File: src/rtl/instr_fetch_if.sv
// Bus bundle between the fetch unit and its neighbours: branch predictor lookup,
// memory controller fetch port, instruction queue push port and ROB redirect.
interface instr_fetch_if #(
  parameter int ADDR_WIDTH = 32,
  parameter int INST_WIDTH = 32
);
  logic [ADDR_WIDTH-1:0] if_to_pr_PC;
  logic                  pr_to_if_prediction;

  logic                  if_to_mc_valid;
  logic [ADDR_WIDTH-1:0] if_to_mc_PC;
  logic                  mc_to_if_ready;
  logic [INST_WIDTH-1:0] mc_to_if_inst;

  logic                  iq_full;
  logic                  if_to_iq_valid;
  logic [INST_WIDTH-1:0] if_to_iq_inst;
  logic [ADDR_WIDTH-1:0] if_to_iq_PC;
  logic                  if_to_iq_pred_taken;

  logic                  rob_to_if_flush;
  logic [ADDR_WIDTH-1:0] rob_to_if_target;

  modport master (
    output if_to_pr_PC, if_to_mc_valid, if_to_mc_PC,
           if_to_iq_valid, if_to_iq_inst, if_to_iq_PC, if_to_iq_pred_taken,
    input  pr_to_if_prediction, mc_to_if_ready, mc_to_if_inst, iq_full,
           rob_to_if_flush, rob_to_if_target
  );

  modport slave (
    input  if_to_pr_PC, if_to_mc_valid, if_to_mc_PC,
           if_to_iq_valid, if_to_iq_inst, if_to_iq_PC, if_to_iq_pred_taken,
    output pr_to_if_prediction, mc_to_if_ready, mc_to_if_inst, iq_full,
           rob_to_if_flush, rob_to_if_target
  );
endinterface

File: src/rtl/instr_fetch.sv
// Fetch-side PC generator: requests instructions, predicts the next PC from
// JAL/branch immediates and the predictor, and pushes results into the IQ.
module instr_fetch #(
  parameter int                    ADDR_WIDTH = 32,
  parameter int                    INST_WIDTH = 32,
  parameter logic [ADDR_WIDTH-1:0] RESET_PC   = '0
) (
  input  logic          clk_in,
  input  logic          rst_in,
  input  logic          rdy_in,
  instr_fetch_if.master bus
);

  typedef enum logic [1:0] {FETCH, HOLD, REDIRECT} state_t;

  state_t                state_q, state_d;
  logic [ADDR_WIDTH-1:0] pc_q, pc_d;
  logic [ADDR_WIDTH-1:0] hold_next_q, hold_next_d;
  logic                  iq_valid_q, iq_valid_d;
  logic [INST_WIDTH-1:0] iq_inst_q, iq_inst_d;
  logic [ADDR_WIDTH-1:0] iq_pc_q, iq_pc_d;
  logic                  iq_pred_q, iq_pred_d;

  logic [6:0]            opcode;
  logic [ADDR_WIDTH-1:0] imm_b, imm_j;
  logic                  fetch_pred;
  logic [ADDR_WIDTH-1:0] fetch_next;

  assign opcode = bus.mc_to_if_inst[6:0];
  assign imm_b  = {{(ADDR_WIDTH-12){bus.mc_to_if_inst[31]}}, bus.mc_to_if_inst[7],
                   bus.mc_to_if_inst[30:25], bus.mc_to_if_inst[11:8], 1'b0};
  assign imm_j  = {{(ADDR_WIDTH-20){bus.mc_to_if_inst[31]}}, bus.mc_to_if_inst[19:12],
                   bus.mc_to_if_inst[20], bus.mc_to_if_inst[30:21], 1'b0};

  always_comb begin
    fetch_pred = 1'b0;
    fetch_next = pc_q + ADDR_WIDTH'(4);
    case (opcode)
      7'b1101111: begin
        fetch_pred = 1'b1;
        fetch_next = pc_q + imm_j;
      end
      7'b1100011: begin
        fetch_pred = bus.pr_to_if_prediction;
        if (bus.pr_to_if_prediction) fetch_next = pc_q + imm_b;
      end
      default: ;
    endcase
  end

  always_comb begin
    state_d     = state_q;
    pc_d        = pc_q;
    hold_next_d = hold_next_q;
    iq_valid_d  = 1'b0;
    iq_inst_d   = iq_inst_q;
    iq_pc_d     = iq_pc_q;
    iq_pred_d   = iq_pred_q;
    if (bus.rob_to_if_flush) begin
      pc_d    = bus.rob_to_if_target;
      state_d = REDIRECT;
    end else begin
      case (state_q)
        REDIRECT: state_d = FETCH;
        FETCH: begin
          if (bus.mc_to_if_ready) begin
            // The IQ output registers double as the holding buffer while the queue is full.
            iq_inst_d = bus.mc_to_if_inst;
            iq_pc_d   = pc_q;
            iq_pred_d = fetch_pred;
            if (!bus.iq_full) begin
              iq_valid_d = 1'b1;
              pc_d       = fetch_next;
            end else begin
              hold_next_d = fetch_next;
              state_d     = HOLD;
            end
          end
        end
        HOLD: begin
          if (!bus.iq_full) begin
            iq_valid_d = 1'b1;
            pc_d       = hold_next_q;
            state_d    = FETCH;
          end
        end
        default: state_d = REDIRECT;
      endcase
    end
  end

  always_ff @(posedge clk_in) begin
    if (rst_in) begin
      state_q     <= REDIRECT;
      pc_q        <= RESET_PC;
      hold_next_q <= '0;
      iq_valid_q  <= 1'b0;
      iq_inst_q   <= '0;
      iq_pc_q     <= '0;
      iq_pred_q   <= 1'b0;
    end else if (rdy_in) begin
      state_q     <= state_d;
      pc_q        <= pc_d;
      hold_next_q <= hold_next_d;
      iq_valid_q  <= iq_valid_d;
      iq_inst_q   <= iq_inst_d;
      iq_pc_q     <= iq_pc_d;
      iq_pred_q   <= iq_pred_d;
    end
  end

  assign bus.if_to_mc_valid      = (state_q == FETCH);
  assign bus.if_to_mc_PC         = pc_q;
  assign bus.if_to_pr_PC         = pc_q;
  assign bus.if_to_iq_valid      = iq_valid_q;
  assign bus.if_to_iq_inst       = iq_inst_q;
  assign bus.if_to_iq_PC         = iq_pc_q;
  assign bus.if_to_iq_pred_taken = iq_pred_q;

endmodule

File: src/flat_wrapper.sv
// flat-port wrapper written by rule: the top's interface ports become plain ports
module instr_fetch_flat 
#(
  parameter int                    ADDR_WIDTH = 32,
  parameter int                    INST_WIDTH = 32,
  parameter logic [ADDR_WIDTH-1:0] RESET_PC   = '0
)
  (clk_in, rst_in, rdy_in, bus_if_to_pr_PC, bus_if_to_mc_valid, bus_if_to_mc_PC, bus_if_to_iq_valid, bus_if_to_iq_inst, bus_if_to_iq_PC, bus_if_to_iq_pred_taken, bus_pr_to_if_prediction, bus_mc_to_if_ready, bus_mc_to_if_inst, bus_iq_full, bus_rob_to_if_flush, bus_rob_to_if_target);
  instr_fetch_if #(.ADDR_WIDTH(ADDR_WIDTH), .INST_WIDTH(INST_WIDTH)) bus_i ();
  input  logic clk_in;
  input  logic rst_in;
  input  logic rdy_in;
  output wire logic [$bits(bus_i.if_to_pr_PC)-1:0] bus_if_to_pr_PC;
  output wire logic [$bits(bus_i.if_to_mc_valid)-1:0] bus_if_to_mc_valid;
  output wire logic [$bits(bus_i.if_to_mc_PC)-1:0] bus_if_to_mc_PC;
  output wire logic [$bits(bus_i.if_to_iq_valid)-1:0] bus_if_to_iq_valid;
  output wire logic [$bits(bus_i.if_to_iq_inst)-1:0] bus_if_to_iq_inst;
  output wire logic [$bits(bus_i.if_to_iq_PC)-1:0] bus_if_to_iq_PC;
  output wire logic [$bits(bus_i.if_to_iq_pred_taken)-1:0] bus_if_to_iq_pred_taken;
  input wire logic [$bits(bus_i.pr_to_if_prediction)-1:0] bus_pr_to_if_prediction;
  input wire logic [$bits(bus_i.mc_to_if_ready)-1:0] bus_mc_to_if_ready;
  input wire logic [$bits(bus_i.mc_to_if_inst)-1:0] bus_mc_to_if_inst;
  input wire logic [$bits(bus_i.iq_full)-1:0] bus_iq_full;
  input wire logic [$bits(bus_i.rob_to_if_flush)-1:0] bus_rob_to_if_flush;
  input wire logic [$bits(bus_i.rob_to_if_target)-1:0] bus_rob_to_if_target;
  assign bus_if_to_pr_PC = bus_i.if_to_pr_PC;
  assign bus_if_to_mc_valid = bus_i.if_to_mc_valid;
  assign bus_if_to_mc_PC = bus_i.if_to_mc_PC;
  assign bus_if_to_iq_valid = bus_i.if_to_iq_valid;
  assign bus_if_to_iq_inst = bus_i.if_to_iq_inst;
  assign bus_if_to_iq_PC = bus_i.if_to_iq_PC;
  assign bus_if_to_iq_pred_taken = bus_i.if_to_iq_pred_taken;
  assign bus_i.pr_to_if_prediction = bus_pr_to_if_prediction;
  assign bus_i.mc_to_if_ready = bus_mc_to_if_ready;
  assign bus_i.mc_to_if_inst = bus_mc_to_if_inst;
  assign bus_i.iq_full = bus_iq_full;
  assign bus_i.rob_to_if_flush = bus_rob_to_if_flush;
  assign bus_i.rob_to_if_target = bus_rob_to_if_target;
  instr_fetch #(.ADDR_WIDTH(ADDR_WIDTH), .INST_WIDTH(INST_WIDTH), .RESET_PC(RESET_PC)) u_core (.clk_in(clk_in), .rst_in(rst_in), .rdy_in(rdy_in), .bus(bus_i));
endmodule
File: config.mk
export PLATFORM = sky130hd
export DESIGN_NAME = instr_fetch_flat
export DESIGN_NICKNAME = d
export VERILOG_FILES = /design/src/rtl/instr_fetch_if.sv /design/src/rtl/instr_fetch.sv /design/src/flat_wrapper.sv
export SDC_FILE = /design/constraint.sdc
export NUM_CORES = 1
export LEC_CHECK = 0
export BUFFER_PORTS_ARGS = -buffer_cell sky130_fd_sc_hd__buf_2
export CAP_MARGIN = 25
export CORE_MARGIN = 1.5
export CORE_UTILIZATION = 60
export CTS_CLUSTER_SIZE = 14
export DETAILED_ROUTE_END_ITERATION = 8
export MAX_ROUTING_LAYER = met4
export PLACE_DENSITY_LB_ADDON = 0.1
export SKIP_LAST_GASP = 1
export SYNTH_ARGS = -nofsm -noshare
export SYNTH_HDL_FRONTEND = slang
export SYNTH_SLANG_ARGS = --single-unit
File: constraint.sdc
create_clock -name clk_in -period 6.4 [get_ports clk_in]
set_clock_uncertainty 0.15 [all_clocks]
set_input_delay 0.32 -clock clk_in [delete_from_list [all_inputs] [get_ports clk_in]]
set_output_delay 0.32 -clock clk_in [all_outputs]
set_load 0.01 [all_outputs]
==> flow_summary_export.csv, run 1 <==
group,metric,value,unit
final_layout,register_area,0.00264,mm2
yosys,synthFlopType,"dfxtp_1",
timing,worst_hold_slack,8.28,ps
timing,slew_viol_final,0,
timing,setup_tns,0,ps
yosys,post-synth-top-count-cell,"nand2_1",
timing,hold_violations,0,
clocking,root_buffer,"clkbuf_16",
yosys,ys_warn_count,0,
yosys,synthCells,1290,
timing,max_freq,262,MHz
yosys,synth_top_family_by_area,"compound AO/OA/AOI/OAI gates",
yosys,syn_nets,1407,
yosys,synthArstFlopShare,0,%
die,dieHeight,129,um
yosys,synth-compound-area-share,28.8,%
timing,tightest_slew,1030,ps
timing,fin_crit_sh,59.6,%
yosys,muxShareOfSynthArea,1.67,%
yosys,synth_edf_count,0,
clocking,cts_tree,"built",
worst_setup_path,crit_required,6540,ps
final_layout,finalNetCount,1533,
placement,io_buffers,201,
worst_setup_path,critical_path.most_common_cell,"o211ai_1",
global_routing,grt-ovfl-total,0,
clocking,path_clk_slew,60,ps
yosys,synth_top_area_share,27.8,%
yosys,synth_xor_area_share,4.70,%
die,core,0.0153,mm2
global_routing,antenna_found_initial,0,
die,die_width,129,um
worst_setup_path,crit_chain,"inv_1 -> fa_1 -> nand2b_1 -> a21oi_1 -> o211ai_1 -> a2111oi_2 -> nor3_1 -> o21ai_0 -> o211ai_1 -> a22oi_1 -> a211oi_1",
worst_setup_path,r2r_cells,11,
placement,dp_hpwl,22200,um
worst_setup_path,cpPeakStageDelay,580,ps
final_layout,post-route-util,71.7,%
yosys,yosys.area.top_type,"dfxtp_1",
global_routing,grt_pass1_wl,49900,um
final_layout,drive_above_1_share,20.1,%
power,peakVddDrop,0.180,mV
timing,maxSlewHeadroom,31.3,%
die,io_pins,202,
clocking,clock_sinks,132,
final_layout,fillers,1341,
placement,place_inst,1598,
worst_hold_path,hold_class,"input pin to flop",
yosys,synth-seq-cells,132,
yosys,synthAdderAreaFrac,6.22,%
route,drtPass1Iterations,5,
run,max_cap_violations,0,
timing,setup_viol,0,
route,wire_per_inst,19.7,um
worst_setup_path,crit_arrival,3950,ps
worst_hold_path,holdPathStages,3,
clocking,cts_made_buffers,17,
final_layout,area_growth,15.7,%
final_layout,antenna_cells,0,
power,powerDensity,225,mW/mm2
yosys,synthTopCellsByCount,"nand2_1 (200), a21oi_1 (159), nor2_1 (143)",
route,drc,0,
clocking,clkLatencyLatePin,430,ps
die,dieArea,0.0166,mm2
status,status,"finished, final reports clean",
route,drt_iter0_markers,1148,
power,p_total,2470,uW
worst_setup_path,end_kind,"flop",
worst_setup_path,critPathMaxFanout,12,
final_layout,stdcell_count,1640,
clocking,htreeDepth,4,
global_routing,grt_pass1_vias,9570,
clocking,cts_buffer_depth,2,
global_routing,grt_usage,39.5,%
clocking,post_cts_resized,0,
yosys,yosys.cell_types.count,84,
route,wl,32300,um
global_routing,grt_max_degree,104,
route,ant_nets,0,
final_layout,multi_input_area,0.00616,mm2
timing,grt_setup_unrepaired,"false",
yosys,synth.avg_cell_area,7.36,um2
die,start_util,62.0,%
timing,fin_crit,3820,ps
worst_setup_path,critPathSlowestCell,"dfxtp_1",
yosys,synthTopCellsByArea,"dfxtp_1 (28%), a21oi_1 (8.4%), nand2_1 (7.9%), ha_1 (5.8%), nor2_1 (5.7%)",
die,row_count,45,
placement,place_congestion,0.961,
power,cellLeakagePower,0.00468,uW
worst_setup_path,start_kind,"flop",
yosys,ys_seq_area_share,27.8,%
route,via_per_inst,6.37,
route,vias,10400,
worst_setup_path,criticalPathCategory,"flop to flop",
yosys,syn-cell-area,0.00950,mm2
yosys,yosys.area_share.simple,23.3,%
[worst max-delay path, delay by kind of cell (launching register included)]
kind	cells	cell delay, ps
compound gates	7	1930
flops	1	580
fa+ha+maj	1	470
simple gates	2	330
buf+inv	1	220
[cells in the final DEF, fill, tap and decap left out, types with 6 or more instances in the layout]
cell           instances
a211oi_1              55
a21o_1                18
a21oi_1              159
a22oi_1                6
a31oi_1                7
and3_1                 9
buf_2                200
buf_4                 13
clkbuf_16             17
dfxtp_1              132
dlygate4sd3_1          9
ha_1                  44
inv_1                 22
mux2_2                 6
mux2i_1                8
nand2_1              199
nand2b_1              14
nand3_1               23
nand3b_1              11
nand4_1               14
nor2_1               143
nor3_1                34
o211ai_1               8
o21ai_0               53
o21ai_1                7
o21bai_1               9
o22ai_1               12
o31ai_1               13
or3_1                 12
xnor2_1               31
xor2_1                20
[registers in the layout, summed over array words and instances (netlist names)]
register and cells:
u_core.bus.if_to_iq_valid 1, u_core.bus.if_to_mc_PC 32, u_core.bus.if_to_iq_PC 32, u_core.bus.if_to_iq_pred_taken 1, u_core.bus.if_to_iq_inst 32, u_core.state_q 2, u_core.hold_next_q 32
[layer usage]
metal,vias to the layer above,global-route usage [%],wire [um]
met4,0,25.1,1950
met2,568,62.9,15200
li1,4858,-,-
met1,4871,46.6,12800
met5,-,-,0
met3,152,6.03,2350
[kinds of logic after synthesis]
logic type | Yosys count
and+or+nand+nor | 491
AOI/OAI and AO/OA | 416
buffers and inverters | 139
DFF | 132
xor gates and xnor gates | 51
adders and majority gates | 46
muxes | 15
[where the power goes]
part,internal (uW),switching [uW]
Combinational,210,340
Clock,591,428
Sequential,843,54.3
Total,1640,822
[final timing paths]
path | from | slack [ps] | endpoint
setup / recovery | u_core.bus.if_to_mc_PC[2] | 2580 | u_core.hold_next_q[25]
hold / removal | bus_mc_to_if_inst[11] | 8 | u_core.bus.if_to_iq_inst[11]
hold reg to reg | u_core.bus.if_to_iq_inst[28] | 300 | u_core.bus.if_to_iq_inst[28]
setup reg to reg | u_core.bus.if_to_mc_PC[2] | 2580 | u_core.hold_next_q[25]
[stage by stage]
| step | worst slack, ps | instance area, um2 |
|---|---|---|
| floorplan | 3170 | 9500 |
| global placement | 2890 | 10200 |
| detailed placement | 2680 | 10300 |
| CTS | 2600 | 11000 |
| global route | 2330 | 11000 |
| finish | 2580 | 11000 |
[cell type report]
class                      instances  area share (%)
sequential                       132            24.1
inverter                          22           0.752
tap                              211            2.40
clock buffer                      17            3.87
clock inverter                    15            1.67
multi-input combinational       1019            56.1
timing repair buffer             224            11.2
[repair_timing]
| action | in CTS | in global routing |
|---|---|---|
| hold endpoints to repair | 9 | 0 |
| buffers inserted | 0 | 0 |
| hold buffers | 9 | 0 |
Note: power is estimated with default switching activity, not from simulation.
==> run 2: changes to the inputs <==
Settings changed: CORE_UTILIZATION 60 to 56.
Clock period 6.4 ns to 3.9 ns, I/O delays scaled along.
==> run 2 against run 1 <==
Net effect:
- clock power increased by 48%
- power increased by 60%
- register-to-register slack got worse by 2300 ps
- flip-flop and latch count unchanged
- largest power group unchanged
==> flow_summary_export.csv, run 2 (synthesis gave the netlist of run 1 again) <==
group,metric,value,unit
clocking,clock_sinks,132,
timing,worst_hold_slack,9.34,ps
power,p_int,2610,uW
die,dieArea,0.0177,mm2
timing,setup_tns,0,ps
worst_setup_path,crit_chain,"dlygate4sd3_1 -> buf_2 -> ha_1 -> o21ai_0 -> o21ai_1 -> a2111oi_4 -> o41ai_4 -> a221oi_2 -> mux2_1 -> o211ai_2 -> o21ai_1 -> a211oi_1",
route,drtPass1Iterations,6,
worst_setup_path,crit_family,"compound AO/OA/AOI/OAI gates",
final_layout,antenna_cells,0,
placement,place_congestion,1.01,
final_layout,register_area,0.00264,mm2
worst_setup_path,crit_required,4090,ps
power,p_comb_share,25.3,%
power,p_sw_share,34.0,%
clocking,postCtsSetupBuffers,0,
power,p_clk_share,38.2,%
die,die_width,133,um
timing,slew_viol_final,0,
worst_setup_path,critPathMaxFanout,4,
route,via_per_inst,6.17,
die,core,0.0166,mm2
global_routing,grt_pass1_vias,9858,
route,wire_per_inst,19.3,um
worst_hold_path,hold_class,"input pin to flop",
power,p_total,3950,uW
route,drc,0,
clocking,path_clk_slew,60,ps
power,power_frac_seq,36.4,%
final_layout,post-route-util,69.3,%
power,cellLeakagePower,0.00493,uW
worst_setup_path,criticalPathCategory,"input pin to flop",
worst_setup_path,crit_arrival,3830,ps
final_layout,fillers,1455,
clocking,cts_tree,"built",
final_layout,stdcell_count,1713,
final_layout,finalNetCount,1597,
global_routing,grt_pass1_wl,51900,um
clocking,clkLatencyLatePin,430,ps
route,drt_iter0_markers,914,
global_routing,grt-ovfl-total,0,
final_layout,drive_above_1_share,21.2,%
power,powerDensity,344,mW/mm2
worst_setup_path,cpPeakStageDelay,560,ps
worst_setup_path,start_kind,"input pin",
die,row_count,47,
timing,fin_crit,3650,ps
timing,tightest_slew,925,ps
timing,maxSlewHeadroom,38.2,%
worst_setup_path,end_kind,"flop",
die,start_util,57.3,%
placement,io_buffers,201,
placement,dp_hpwl,24000,um
worst_setup_path,worst-path-buf-inv,2,
worst_setup_path,critPathSlowestCell,"a2111oi_4",
clocking,cts_made_buffers,17,
route,wl,33000,um
final_layout,multi_input_area,0.00616,mm2
die,io_pins,202,
timing,max_freq,274,MHz
clocking,root_buffer,"clkbuf_16",
die,dieHeight,133,um
status,status,"finished, final reports clean",
route,ant_nets,0,
timing,grt_setup_unrepaired,"false",
global_routing,grt_usage,38.0,%
run,max_cap_violations,0,
power,peakVddDrop,0.303,mV
global_routing,antenna_found_initial,0,
final_layout,layout_commonest_cell,"buf_2",
route,vias,10600,
timing,hold_violations,0,
final_layout,final_cell_mix,"buf_2 (200), nand2_1 (199), a21oi_1 (159), nor2_1 (143), dfxtp_1 (132)",
timing,fin_crit_sh,93.5,%
clocking,post_cts_resized,0,
clocking,htreeDepth,4,
final_layout,area_growth,21.0,%
global_routing,grt_max_degree,68,
power,netSwitchingPower,1340,uW
worst_setup_path,critical_path.most_common_cell,"o21ai_1",
clocking,cts_buffer_depth,2,
placement,place_inst,1639,
timing,setup_viol,0,
[run 2: changes by cell type in the layout (fill, tap and decap cells not counted), sizes merged]
cell / change
dlygate4sd3: +33
buf: +31
clkinvlp: +4
clkinv: -3
bufinv: -2
clkbuf: +1
[run 2: repair_timing]
item	in CTS	in global routing
endpoints found under the hold margin	41	0
hold buffers	42	0
setup endpoints to repair	0	0
[run 2: worst paths after layout]
check        slack, ps                      endpoint                         start  cells after the start
max                250    u_core.bus.if_to_mc_PC[28]         bus_mc_to_if_inst[10]                     12
min                  9     u_core.bus.if_to_mc_PC[6]       bus_rob_to_if_target[6]                      3
max reg2reg        300    u_core.bus.if_to_mc_PC[28]     u_core.bus.if_to_mc_PC[2]                     10
min reg2reg        300  u_core.bus.if_to_iq_inst[26]  u_core.bus.if_to_iq_inst[26]                      2
[run 2: worst min-delay path: stages]
cell      delay, ps
buf_2           100
a21oi_1         150
a211oi_1         80
[run 2: layout make-up]
| cell class | count | share of cell area (%) |
|---|---|---|
| Timing Repair Buffer | 288 | 15.5 |
| Sequential cell | 132 | 23.0 |
| Inverter | 22 | 0.719 |
| Multi-Input combinational cell | 1019 | 53.6 |
| Clock buffer | 18 | 3.73 |
| Tap cell | 220 | 2.40 |
| Clock inverter | 14 | 1.06 |
[run 2: per-stage QoR]
stage / setup slack [ps] / area [um2]
3_5_place_dp: 379 / 10500
4_1_cts: 363 / 11500
3_3_place_gp: 410 / 10500
2_1_floorplan: 668 / 9500
5_1_grt: 107 / 11500
6_report: 252 / 11500
[run 2: power groups by stage]
stage	Clock (uW)	Combinational [uW]	Sequential (uW)
after floorplan	0	626	1480
after global placement	0	939	1460
after detailed placement	0	942	1470
after CTS	1520	981	1440
after global routing	1590	1080	1440
final	1510	1000	1440
[run 2: per-layer routing]
| layer | vias up | GRT usage [%] | share of wire [%] |
|---|---|---|---|
| met1 | 4942 | 44.1 | 40 |
| met2 | 520 | 62.8 | 48 |
| met3 | 121 | 5.37 | 6.1 |
| met4 | 0 | 22.2 | 5.8 |
| li1 | 4984 | - | - |
| met5 | - | - | 0 |
